## src/rtl/sequence_emitter.sv

```systemverilog
// sequence_emitter: serial pattern transmitter driving one tracked bit with a programmed sequence
// Ports: clk/rst (sync, active-high); i_en advance enable; i_start/i_abort requests;
//   i_pattern/i_len/i_repeat_n/i_gap transfer setup, captured when a start is accepted;
//   o_tx_bit/o_tx_valid serial data; o_busy in SEND/GAP/DONE; o_done/o_err one-cycle pulses.
module sequence_emitter #(
    parameter int MAX_LEN = 8,
    parameter int CNT_W   = 4
) (
    input  logic                         clk,
    input  logic                         rst,
    input  logic                         i_en,
    input  logic                         i_start,
    input  logic                         i_abort,
    input  logic [MAX_LEN-1:0]           i_pattern,
    input  logic [$clog2(MAX_LEN+1)-1:0] i_len,
    input  logic [CNT_W-1:0]             i_repeat_n,
    input  logic [CNT_W-1:0]             i_gap,
    output logic                         o_tx_bit,
    output logic                         o_tx_valid,
    output logic                         o_busy,
    output logic                         o_done,
    output logic                         o_err
);
    localparam int LW = $clog2(MAX_LEN + 1);
    localparam int IW = $clog2(MAX_LEN);
    localparam logic [LW-1:0] MAXL = LW'(MAX_LEN);
    typedef enum logic [1:0] {IDLE, SEND, GAP, DONE} state_t;
    state_t             r_state;
    logic [MAX_LEN-1:0] r_pat;
    logic [IW-1:0]      r_top;
    logic [IW-1:0]      r_idx;
    logic [CNT_W-1:0]   r_rep;
    logic [CNT_W-1:0]   r_gap;
    logic [CNT_W-1:0]   r_cnt;
    logic [CNT_W-1:0]   r_gcnt;
    logic               r_tx_bit;
    logic               r_tx_valid;
    logic               r_busy;
    logic               r_done;
    logic               r_err;
    logic               w_len_ok;
    logic               w_last;
    logic [IW-1:0]      w_in_top;
    logic [IW-1:0]      w_idx_m1;
    logic [CNT_W-1:0]   w_cnt_nx;
    assign w_len_ok = (i_len != '0) && (i_len <= MAXL);
    assign w_in_top = IW'(i_len - LW'(1));
    assign w_idx_m1 = r_idx - IW'(1);
    // r_cnt holds completed repetitions; the one in flight is last when r_cnt == r_rep-1
    assign w_last   = (r_rep != '0) && (r_cnt == r_rep - CNT_W'(1));
    assign w_cnt_nx = &r_cnt ? r_cnt : r_cnt + CNT_W'(1);
    always_ff @(posedge clk) begin
        if (rst) begin
            r_state    <= IDLE;
            r_pat      <= '0;
            r_top      <= '0;
            r_idx      <= '0;
            r_rep      <= '0;
            r_gap      <= '0;
            r_cnt      <= '0;
            r_gcnt     <= '0;
            r_tx_bit   <= 1'b0;
            r_tx_valid <= 1'b0;
            r_busy     <= 1'b0;
            r_done     <= 1'b0;
            r_err      <= 1'b0;
        end else if (i_en) begin
            r_done <= 1'b0;
            r_err  <= 1'b0;
            case (r_state)
                IDLE: begin
                    if (i_start && w_len_ok) begin
                        r_state    <= SEND;
                        r_pat      <= i_pattern;
                        r_top      <= w_in_top;
                        r_idx      <= w_in_top;
                        r_rep      <= i_repeat_n;
                        r_gap      <= i_gap;
                        r_cnt      <= '0;
                        r_tx_bit   <= i_pattern[w_in_top];
                        r_tx_valid <= 1'b1;
                        r_busy     <= 1'b1;
                    end else if (i_start) begin
                        r_err <= 1'b1;
                    end
                end
                SEND: begin
                    if (i_abort) begin
                        r_state    <= IDLE;
                        r_tx_bit   <= 1'b0;
                        r_tx_valid <= 1'b0;
                        r_busy     <= 1'b0;
                    end else if (r_idx != '0) begin
                        r_idx    <= w_idx_m1;
                        r_tx_bit <= r_pat[w_idx_m1];
                    end else if (w_last) begin
                        r_state    <= DONE;
                        r_done     <= 1'b1;
                        r_tx_bit   <= 1'b0;
                        r_tx_valid <= 1'b0;
                    end else if (r_gap != '0) begin
                        r_state    <= GAP;
                        r_cnt      <= w_cnt_nx;
                        r_gcnt     <= r_gap;
                        r_tx_bit   <= 1'b0;
                        r_tx_valid <= 1'b0;
                    end else begin
                        r_cnt    <= w_cnt_nx;
                        r_idx    <= r_top;
                        r_tx_bit <= r_pat[r_top];
                    end
                end
                GAP: begin
                    if (i_abort) begin
                        r_state <= IDLE;
                        r_busy  <= 1'b0;
                    end else if (r_gcnt == CNT_W'(1)) begin
                        r_state    <= SEND;
                        r_idx      <= r_top;
                        r_tx_bit   <= r_pat[r_top];
                        r_tx_valid <= 1'b1;
                    end else begin
                        r_gcnt <= r_gcnt - CNT_W'(1);
                    end
                end
                default: begin
                    r_state <= IDLE;
                    r_busy  <= 1'b0;
                end
            endcase
        end
    end
    assign o_tx_bit   = r_tx_bit;
    assign o_tx_valid = r_tx_valid;
    assign o_busy     = r_busy;
    assign o_done     = r_done;
    assign o_err      = r_err;
endmodule

```

## config.mk

```make
export PLATFORM = sky130hd
export DESIGN_NAME = sequence_emitter
export DESIGN_NICKNAME = d
export VERILOG_FILES = /design/src/rtl/sequence_emitter.sv
export SDC_FILE = /design/constraint.sdc
export NUM_CORES = 1
export LEC_CHECK = 0
export CORE_MARGIN = 2
export CORE_UTILIZATION = 56
export CTS_CLUSTER_DIAMETER = 40
export DETAILED_ROUTE_END_ITERATION = 10
export HOLD_SLACK_MARGIN = 0.03
export PLACE_DENSITY = 0.81
export SYNTH_ARGS = -nofsm -noshare
export SYNTH_HDL_FRONTEND = slang
export SYNTH_SLANG_ARGS = --single-unit
export TNS_END_PERCENT = 100
```

## constraint.sdc

```tcl
create_clock -name clk -period 3 [get_ports clk]
set_input_delay 0.9 -clock clk [delete_from_list [all_inputs] [get_ports clk]]
set_output_delay 0.9 -clock clk [all_outputs]
set_load 0.01 [all_outputs]
```

==> results of run 1 <==
cell families after synthesis:
| kind of cell | after synthesis |
|---|---|
| and+or+nand+nor | 105 |
| AOI/OAI and AO/OA | 77 |
| DFF | 37 |
| buffers and inverters | 29 |
| muxes | 15 |
| adders and majority gates | 12 |
| xor gates and xnor gates | 9 |
final cells by class:
| class | count | share of cell area [%] |
|---|---|---|
| repair buffers | 43 | 13.7 |
| clock buffers | 6 | 2.52 |
| well taps | 50 | 2.17 |
| flip-flops and latches | 37 | 25.7 |
| clock inverters | 2 | 0.347 |
| inverters | 16 | 2.08 |
| multi-input cells | 218 | 53.5 |
layer usage:
metal / global-route usage [%] / up-vias / share of wire [%]
met5: 0 / - / 0
met4: 8.28 / 0 / 1.6
met3: 5.81 / 11 / 6.7
met2: 41.7 / 73 / 47
met1: 37.6 / 1071 / 45
li1: - / 1106 / -
flip-flops by register name, indices dropped and copies added (netlist names):
signal / flops
r_pat: 8
r_cnt: 4
r_gap: 4
r_gcnt: 4
r_rep: 4
r_idx: 3
r_top: 3
r_state: 2
o_busy: 1
o_done: 1
o_err: 1
o_tx_bit: 1
o_tx_valid: 1
critical path, stage by stage:
cell and delay (ns):
clkdlybuf4s50_1 0.48, inv_1 0.06, ha_1 0.23, nor2b_1 0.18
o211ai_1 0.32, nand3_1 0.20, or4_1 0.44, a21oi_1 0.18
power by group through the flow:
stage | Combinational (W) | Clock (W) | Sequential [W]
2_1_floorplan | 0.000224 | 0 | 0.000550
3_3_place_gp | 0.000337 | 0 | 0.000554
3_5_place_dp | 0.000344 | 0 | 0.000557
4_1_cts | 0.000345 | 0.000345 | 0.000545
5_1_grt | 0.000381 | 0.000369 | 0.000549
6_report | 0.000348 | 0.000345 | 0.000546
per-stage QoR:
step                      setup WS, ns  total power (W)  cell area, sq um  cells  utilization (%)
after detailed placement        0.0140         0.000900              2800    364             69.0
after global placement           0.102         0.000892              2800    364             69.0
after global routing             0.187          0.00130              2880    372             71.0
final                            0.240          0.00124              2880    372             71.0
after CTS                        0.294          0.00124              2880    372             71.0
after floorplan                  0.490         0.000774              2400    284                -
synth_stat cells, types with 2 or more instances:
master	instances	share of area, %
nand3_1	9	1.9
nand2b_1	6	1.6
a211oi_1	5	1.6
nor2b_1	5	1.3
a211o_1	3	1.1
o32ai_1	2	0.73
o31ai_1	2	0.63
a221oi_1	2	0.73
mux2i_1	7	2.9
xor2_1	3	1.1
o21ai_0	7	1.5
nor3_1	7	1.5
nand2_1	49	7.7
xnor2_1	3	1.1
buf_2	2	0.42
a21o_1	3	0.94
o211ai_1	9	2.8
or3_1	3	0.78
nand4_1	2	0.52
mux4_2	6	5.6
mux2_2	2	0.94
dfxtp_1	37	31
nor2_1	11	1.7
a21oi_1	25	5.2
clkbuf_1	9	1.4
a2bb2oi_1	2	0.73
xnor2_2	3	2.0
a31oi_1	2	0.52
o31ai_2	2	1.0
inv_1	16	2.5
ha_1	12	6.3
placed cells by master, fill, tap and decap left out, drive strengths merged, types with 9 or more instances in the layout:
cell           instances
nand3                  9
ha                    12
a21oi                 26
o211ai                 9
inv                   16
nand2                 49
buf                   14
dfxtp                 37
clkdlybuf4s50         29
nor2                  11
path summary, 6_finish.rpt:
path         startpoint        to  cells past startpoint
max            i_len[0]  r_cnt[2]                      8
min            r_idx[1]  r_idx[1]                      2
max reg2reg    r_rep[0]  r_idx[0]                      7
min reg2reg    r_idx[1]  r_idx[1]                      2
==> summary.md, run 1 <==
| Metric | Value |
|---|---|
| Status | `complete, no violations` |
| Syn nets | `321` |
| PortBufs | `29` |
| Core area | `4060 sq um` |
| Largest family of logic cells by synthesized area | `compound AO/OA/AOI/OAI gates` |
| CP Capture Type | `flop` |
| Adder-cell area share of the yosys netlist | `~6.3%` |
| Initial Util | `59.1%` |
| Simple logic cell fraction of the synthesized area | `21.5%` |
| Fin crit share | `92.0%` |
| Int Power | `0.000845 W` |
| Sequential Power Share | `44.0%` |
| Vias in the first global route | `2148` |
| Comb power frac | `28.1%` |
| H-tree Lvls | `2` |
| Remaining antenna violation count | `0` |
| Worst Hold Class | `flop to flop` |
| Critical path arrival | `roughly 3.0 ns` |
| Num CTS Buffers | `5` |
| FF/Latch Area | `741 sq um` |
| TNS Setup | `0 ns` |
| Compound-Gate Fraction of Synth Area | `around 23%` |
| Root Driver | `clkbuf_8` |
| Startpoint Class | `input port` |
| Clk_lat worst skew | `0.30 ns` |
| Max Cap Viol | `0` |
| Global-route wire length before repair | `10.4 mm` |
| Vias per inst | `between 6 and 7` |
| Worst-margin pin slew | `0.537 ns` |
| LEAKAGE | `1.06 nW` |
| Sequential element share of the synthesized area | `30.9%` |
| Total number of vias | `approximately 2300` |
| I/O pins | `30` |
| Hold-fix buffers at CTS | `0` |
| Post-synth ARST share | `0%` |
| Ratio of cells with drive above 1 in the final layout | `between 10% and 20%` |
| DRT Wirelength | `~6.0 mm` |
| Syn Inst Count | `284` |
| Die outline area | `between 4000 and 5000 sq um` |
| Sw Pwr | `a little under 0.0004 W` |
| TritonCTS clock tree | `done` |
| N_diodes | `0` |
| Clock sink total | `37` |
| Area Overhead vs Synth | `20.2%` |
| Router iterations before antenna repair | `4` |
| Hold WS | `around 0.47 ns` |
| RSZ-0062 raised after global routing | `false` |
| Die Width | `69.4 um` |
| Syn avg cell area | `8.44 sq um` |
| Cell area after synthesis | `2400 sq um` |
| Fmax | `362 MHz` |
| Worst EP required | `roughly 3.2 ns` |
| Flop2flop setup slack | `0.74 ns` |
| Clk pwr share | `between 20% and 30%` |
| Post-synth cell types | `a little under 60` |
| Post-CTS Setup Bufs | `0` |
| Max-slew violations | `0` |
| Xor and xnor fraction of the mapped netlist area | `4.23%` |
| Post-DR wirelength/cell | `around 16 um` |
| Crit-path max FO | `4` |
| Switch share | `31.8%` |
| Initial antenna violation count | `0` |
| Post-CTS resize count | `0` |
| Largest net degree at the start of global routing | `19` |
| Mux share of post-synthesis cell area | `9.50%` |
| Number of setup violations in the final report | `0` |
| Crit Path Class | `input port to flop` |
| Synth warn | `0` |
| Slew margin rel. | `roughly 64%` |
| Multi-input logic area | `1540 sq um` |
| Final clock skew | `0.0101 ns` |
| Fin. Hold Viols | `0` |
| Post-route DRC | `0` |
| Clock buffer depth | `2` |
| Die Y | `between 60 and 70 um` |
| Grt total ovfl | `0` |
| Synth Flop Type | `dfxtp_1` |
| Fillcell total | `311` |
| Fin nets | `358` |
| DR iter-0 viols | `333` |
| Number of flops mapped to enable cells by yosys | `0` |
| Max IR drop VDD | `299 uV` |
| Routability cong. | `0.862` |
| #FFs+latches synth | `37` |
| CTS clk-pin slew, worst paths | `0.08 ns` |
| Total GRT Usage | `26.9%` |
| HPWL after detailed placement | `around 4.6 mm` |
| Min Clock Period, post-route | `~2.8 ns` |
| PwrDens | `430 nW/um^2` |
| Std cell rows | `23` |
No activity file was read; power rests on OpenSTA's default activity.
==> run 2, diff against run 1 <==
--- a/config.mk
+++ b/config.mk
@@ -5,11 +5,9 @@
 export SDC_FILE = /design/constraint.sdc
 export NUM_CORES = 1
 export LEC_CHECK = 0
-export CORE_MARGIN = 2
 export CORE_UTILIZATION = 56
 export CTS_CLUSTER_DIAMETER = 40
 export DETAILED_ROUTE_END_ITERATION = 10
-export HOLD_SLACK_MARGIN = 0.03
 export PLACE_DENSITY = 0.81
 export SYNTH_ARGS = -nofsm -noshare
 export SYNTH_HDL_FRONTEND = slang
==> run 2 against run 1 <==
Wire length down 3.8%; first-iteration DRC count down 37%; utilization about the same; maximum frequency up 2.2%; critical path type unchanged; critical endpoint unchanged; largest cell class unchanged; highest routed layer unchanged.
==> summary.md, run 2 (synthesis gave the netlist of run 1 again) <==
| Metric | Value |
|---|---|
| H-tree Lvls | `2` |
| Num CTS Buffers | `5` |
| Switch share | `between 30% and 40%` |
| Max-slew violations | `0` |
| Area after DPL | `2790 sq um` |
| Post-DR wirelength/cell | `15.6 um` |
| I/O pins | `30` |
| Fin crit share | `between 90% and 100%` |
| Root Driver | `clkbuf_8` |
| Peak per-stage delay on the critical path | `between 0.4 and 0.5 ns` |
| RSZ-0062 raised after global routing | `false` |
| Clock sink total | `37` |
| Worst Hold Class | `flop to flop` |
| Startpoint Class | `input port` |
| N_diodes | `0` |
| Crit Path Class | `input port to flop` |
| Largest Register | `r_pat` |
| R2r startpoint | `r_rep[0]` |
| Routability cong. | `0.882` |
| Die Width | `67.4 um` |
| Finished Core Util | `a little under three quarters` |
| Hold-fix buffers at CTS | `0` |
| Router iterations before antenna repair | `4` |
| CP Capture Type | `flop` |
| Multi-input logic area | `1540 sq um` |
| Final Cell Area | `2880 sq um` |
| Clk_lat worst skew | `approximately 0.30 ns` |
| LEAKAGE | `1.05 nW` |
| Slew margin rel. | `63.0%` |
| Remaining antenna violation count | `0` |
| Fin. Hold Viols | `0` |
| PnR worst setup slack | `0.299 ns` |
| CTS clk-pin slew, worst paths | `approximately 0.08 ns` |
| Std cell rows | `23` |
| Grt total ovfl | `0` |
| Die outline area | `4550 sq um` |
| Vias per inst | `between 6 and 7` |
| Crit-path max FO | `4` |
| HPWL after detailed placement | `4.39 mm` |
| Critical path arrival | `2.93 ns` |
| Ratio of cells with drive above 1 in the final layout | `12.8%` |
| Status | `complete, no violations` |
| Slowest cell on the critical path | `clkdlybuf4s50_1` |
| Max reg flops | `8` |
| Largest net degree at the start of global routing | `25` |
| Total number of vias | `2228` |
| Sequential Power Share | `43.5%` |
| Total GRT Usage | `between 20 and 30%` |
| Worst-margin pin slew | `between 0.5 and 0.6 ns` |
| PortBufs | `29` |
| Die Y | `67.4 um` |
| Initial Util | `59.1%` |
| Post-CTS resize count | `0` |
| FF/Latch Area | `741 sq um` |
| DRT Wirelength | `5.80 mm` |
| Post-route DRC | `0` |
| Max Cap Viol | `0` |
| Hold path startpoint | `r_idx[1]` |
| Vias in the first global route | `2034` |
| TritonCTS clock tree | `done` |
| Comb power frac | `between 20% and 30%` |
| Clk pwr share | `28.6%` |
| Number of setup violations in the final report | `0` |
| Worst setup path start | `i_len[0]` |
| Int Power | `0.000846 W` |
| Sw Pwr | `between 0.0004 and 0.0005 W` |
| TNS Setup | `0 ns` |
| Area Overhead vs Synth | `20.3%` |
| Initial antenna violation count | `0` |
| PwrDens | `434 nW/um^2` |
| DR iter-0 viols | `211` |
| Core area | `~4100 sq um` |
| Pre-CTS WS | `~0.054 ns` |
| Fmax | `370 MHz` |
| Most frequent cells in the layout | `49 x nand2_1, 37 x dfxtp_1, 29 x clkdlybuf4s50_1` |
| Max IR drop VDD | `373 uV` |
| Worst EP required | `approximately 3.2 ns` |
| Fin nets | `357` |
| Min Clock Period, post-route | `2.70 ns` |
| Final clock skew | `~0.007 ns` |
| Most common cell after layout, fill and taps aside | `nand2_1` |
| Fillcell total | `~330` |
| Global-route wire length before repair | `between 9 and 10 mm` |
| Critical path cell sequence | `clkdlybuf4s50_1 > inv_1 > ha_1 > nor2b_1 > o211ai_1 > nand3_1 > or4_1 > a21oi_1` |
| Post-CTS Setup Bufs | `0` |
| Clock buffer depth | `2` |
## run 2: cell count changes in the layout (fill, tap and decap cells not counted)
| cell | delta |
|---|---|
| clkinv_2 | -2 |
| clkinvlp_4 | +3 |
| buf_4 | -1 |
| clkbuf_1 | -1 |
## run 2: per-stage QoR
| stage | power, W | std cells | hold WS, ns |
|---|---|---|---|
| 5_1_grt | 0.00131 | 371 | 0.493 |
| 4_1_cts | 0.00125 | 371 | 0.471 |
| 2_1_floorplan | 0.000774 | 284 | 0.438 |
| 3_3_place_gp | 0.000891 | 363 | 0.449 |
| 3_5_place_dp | 0.000898 | 363 | 0.459 |
| 6_report | 0.00125 | 371 | 0.468 |
## run 2: final cells by class
cell class | count | share of cell area [%]
multi-input cells | 218 | 53.4
inverters | 16 | 2.08
well taps | 50 | 2.17
flip-flops and latches | 37 | 25.7
repair buffers | 42 | 13.5
clock inverters | 3 | 0.781
clock buffers | 5 | 2.39
## run 2: layer usage
metal | share of wire (%) | global-route usage (%)
met5 | 0 | 0
met2 | 46 | 43.9
met1 | 44 | 37.9
met3 | 7.4 | 5.41
met4 | 2.1 | 12.0
## run 2: final timing paths
path / to / slack, ns / depth (start not counted)
setup / recovery: r_cnt[2] / 0.30 / 8
hold / removal: r_idx[1] / 0.47 / 2
setup reg to reg: r_idx[0] / 0.80 / 7
hold reg to reg: r_idx[1] / 0.47 / 2
## run 2: critical path, delay by kind of cell
| family | cells | cell delay (ns) |
|---|---|---|
| compound gates | 2 | 0.48 |
| fa+ha+maj | 1 | 0.22 |
| buf+inv | 2 | 0.53 |
| simple gates | 3 | 0.81 |
## run 2: power by group through the flow
stage	registers, W	logic [W]	clock network (W)
final	0.000545	0.000350	0.000358
after global routing	0.000548	0.000382	0.000382
after CTS	0.000544	0.000346	0.000365
after detailed placement	0.000555	0.000342	0
after global placement	0.000554	0.000336	0
after floorplan	0.000550	0.000224	0
==> RTL change, RTL diff (config.mk and constraints of run 2) <==
Reset style: asynchronous (`rst`), changed in one clocked block.
--- a/src/rtl/sequence_emitter.sv
+++ b/src/rtl/sequence_emitter.sv
@@ -51,3 +51,3 @@
     assign w_cnt_nx = &r_cnt ? r_cnt : r_cnt + CNT_W'(1);
-    always_ff @(posedge clk) begin
+    always_ff @(posedge clk or posedge rst) begin
         if (rst) begin
Behaviour: differs if rst is asserted again (counterexample within 4 cycles, from zero or initial values and one cycle with rst high); with rst held inactive, the same outputs for 4 cycles.
==> RTL change against run 2 <==
Register-to-register slack worse by 0.19 ns. Die area increased by 1.7%. Worst setup slack better by 0.013 ns. Critical path depth unchanged. Area after synthesis grew 1.8%. Sequential cell count did not move. Wire length decreased by 5.8%. Clock skew fell by 0.0021 ns. Design area up 1.3%. Global-route usage is 1.3 points lower. Highest routed layer unchanged.
Power is not compared: it rests on default switching activity, and its combinational part moved more than twofold at a synthesized area within 25%.
==> RTL change: results (changes against run 2) <==
synthAdderAreaFrac: 0.0615  # was 0.0626
vias: 1933  # was 2228
gp_congestion: 0.961  # was 0.882
cp_top_family: "buffers and inverters"  # was simple AND/OR/NAND/NOR gates
track_usage: 0.269  # was 0.282
regMostFlops: "r_pat"  # unchanged
drive_above_1_share: 0.188  # was 0.128
portBuffers: 29  # unchanged
muxShareOfSynthArea: 0.176  # was 0.0950
path_max_fanout: 5  # was 4
yosys_most_used_dff: "dfrtp_1"  # was dfxtp_1
arrival_ns: 2.87  # was 2.93 ns
grt_max_degree: 38  # was 25
critPathMaxStageDelay_ns: 0.51  # was 0.47 ns
syn_inst: 231  # was 284
dp.cells: 313  # was 363
drt-initial-drc-count: 140  # was 211
fin_worst_skew_ns: 0.00485  # was 0.00700 ns
htreeDepth: 2  # unchanged
yosysUniqueCellTypes: 56  # was 59
ctsResizeCount: 0  # unchanged
yosysWarnings: 0  # unchanged
hpwl_um: 4190  # was 4390 um
place_ws_ns: 0.0261  # was 0.0536 ns
leakagePower_nw: 1.24
synth_top_family_by_area: "multiplexers"  # was compound AO/OA/AOI/OAI gates
postSynth.asyncResetShare: 1.00  # was 0
syn_nets: 268  # was 321
slew_headroom: 0.576  # was 0.630
status: "finished clean"  # unchanged
placed_area_um2: 2840  # was 2790 um2
instances_no_fill: 321  # was 371
synth_area_leaders: "dfrtp_1 38%, mux2_2 9.2%, ha_1 6.2%"  # was dfxtp_1 31%, nand2_1 7.7%, ha_1 6.3%
grt_pass1_wl_um: 8890  # was 9430 um
synth_common_cells: "37 x dfrtp_1, 20 x mux2_2, 19 x inv_1"  # was 49 x nand2_1, 37 x dfxtp_1, 25 x a21oi_1
synth_compound_area_frac: 0.163  # was 0.228
synth-xor-area-share: 0.0344  # was 0.0423
hp-class: "flop to flop"  # unchanged
firstDrtPassIters: 4  # unchanged
ys_seq_area_frac: 0.379  # was 0.309
routed_wirelength_um: 5460  # was 5800 um
RTL change: cell count changes in the layout (fill, tap and decap cells not counted), moves of 4 or more:
cell / run 2 / this run
buf_4: 13 / 9
o211ai_1: 9 / 5
dfrtp_1: 0 / 37
o21ai_0: 7 / 13
mux2_2: 2 / 20
dfxtp_1: 37 / 0
a21oi_1: 25 / 7
a211oi_1: 5 / 1
nand2_1: 49 / 12
nand3_1: 9 / 5
RTL change: final timing paths:
check | start | end | slack [ns] | cells after the start
setup / recovery | i_len[0] | r_idx[0] | 0.31 | 8
hold / removal | r_top[0] | r_top[0] | 0.53 | 2
setup reg to reg | r_state[1] | r_gcnt[2] | 0.61 | 7
hold reg to reg | r_top[0] | r_top[0] | 0.53 | 2
max in group asynchronous | rst | o_err | 1.66 | 3
min in group asynchronous | rst | r_gap[3] | 1.01 | 3
RTL change: power groups by stage:
stage	clock network (mW)	logic [mW]	registers, mW
final	0.340	1.57	0.977
after global placement	0	1.51	0.958
after detailed placement	0	1.56	0.981
after floorplan	0	1.20	0.908
after global routing	0.363	1.72	1.02
after CTS	0.347	1.56	0.974
RTL change: metal layers:
layer | part of all wire | track usage | vias up
met2 | 0.51 | 0.458 | 57
met4 | 0.029 | 0.146 | 0
met1 | 0.42 | 0.325 | 941
met3 | 0.047 | 0.0383 | 14
met5 | 0 | 0 | -
li1 | - | - | 921
RTL change: layout make-up:
cell class | instances | area [um2]
Fill cell | 311 | 1170
Inverter | 20 | 75.1
Tap cell | 50 | 62.6
Clock buffer | 8 | 80.1
Sequential cell | 37 | 926
Multi-Input combinational cell | 167 | 1400
Timing Repair Buffer | 39 | 378
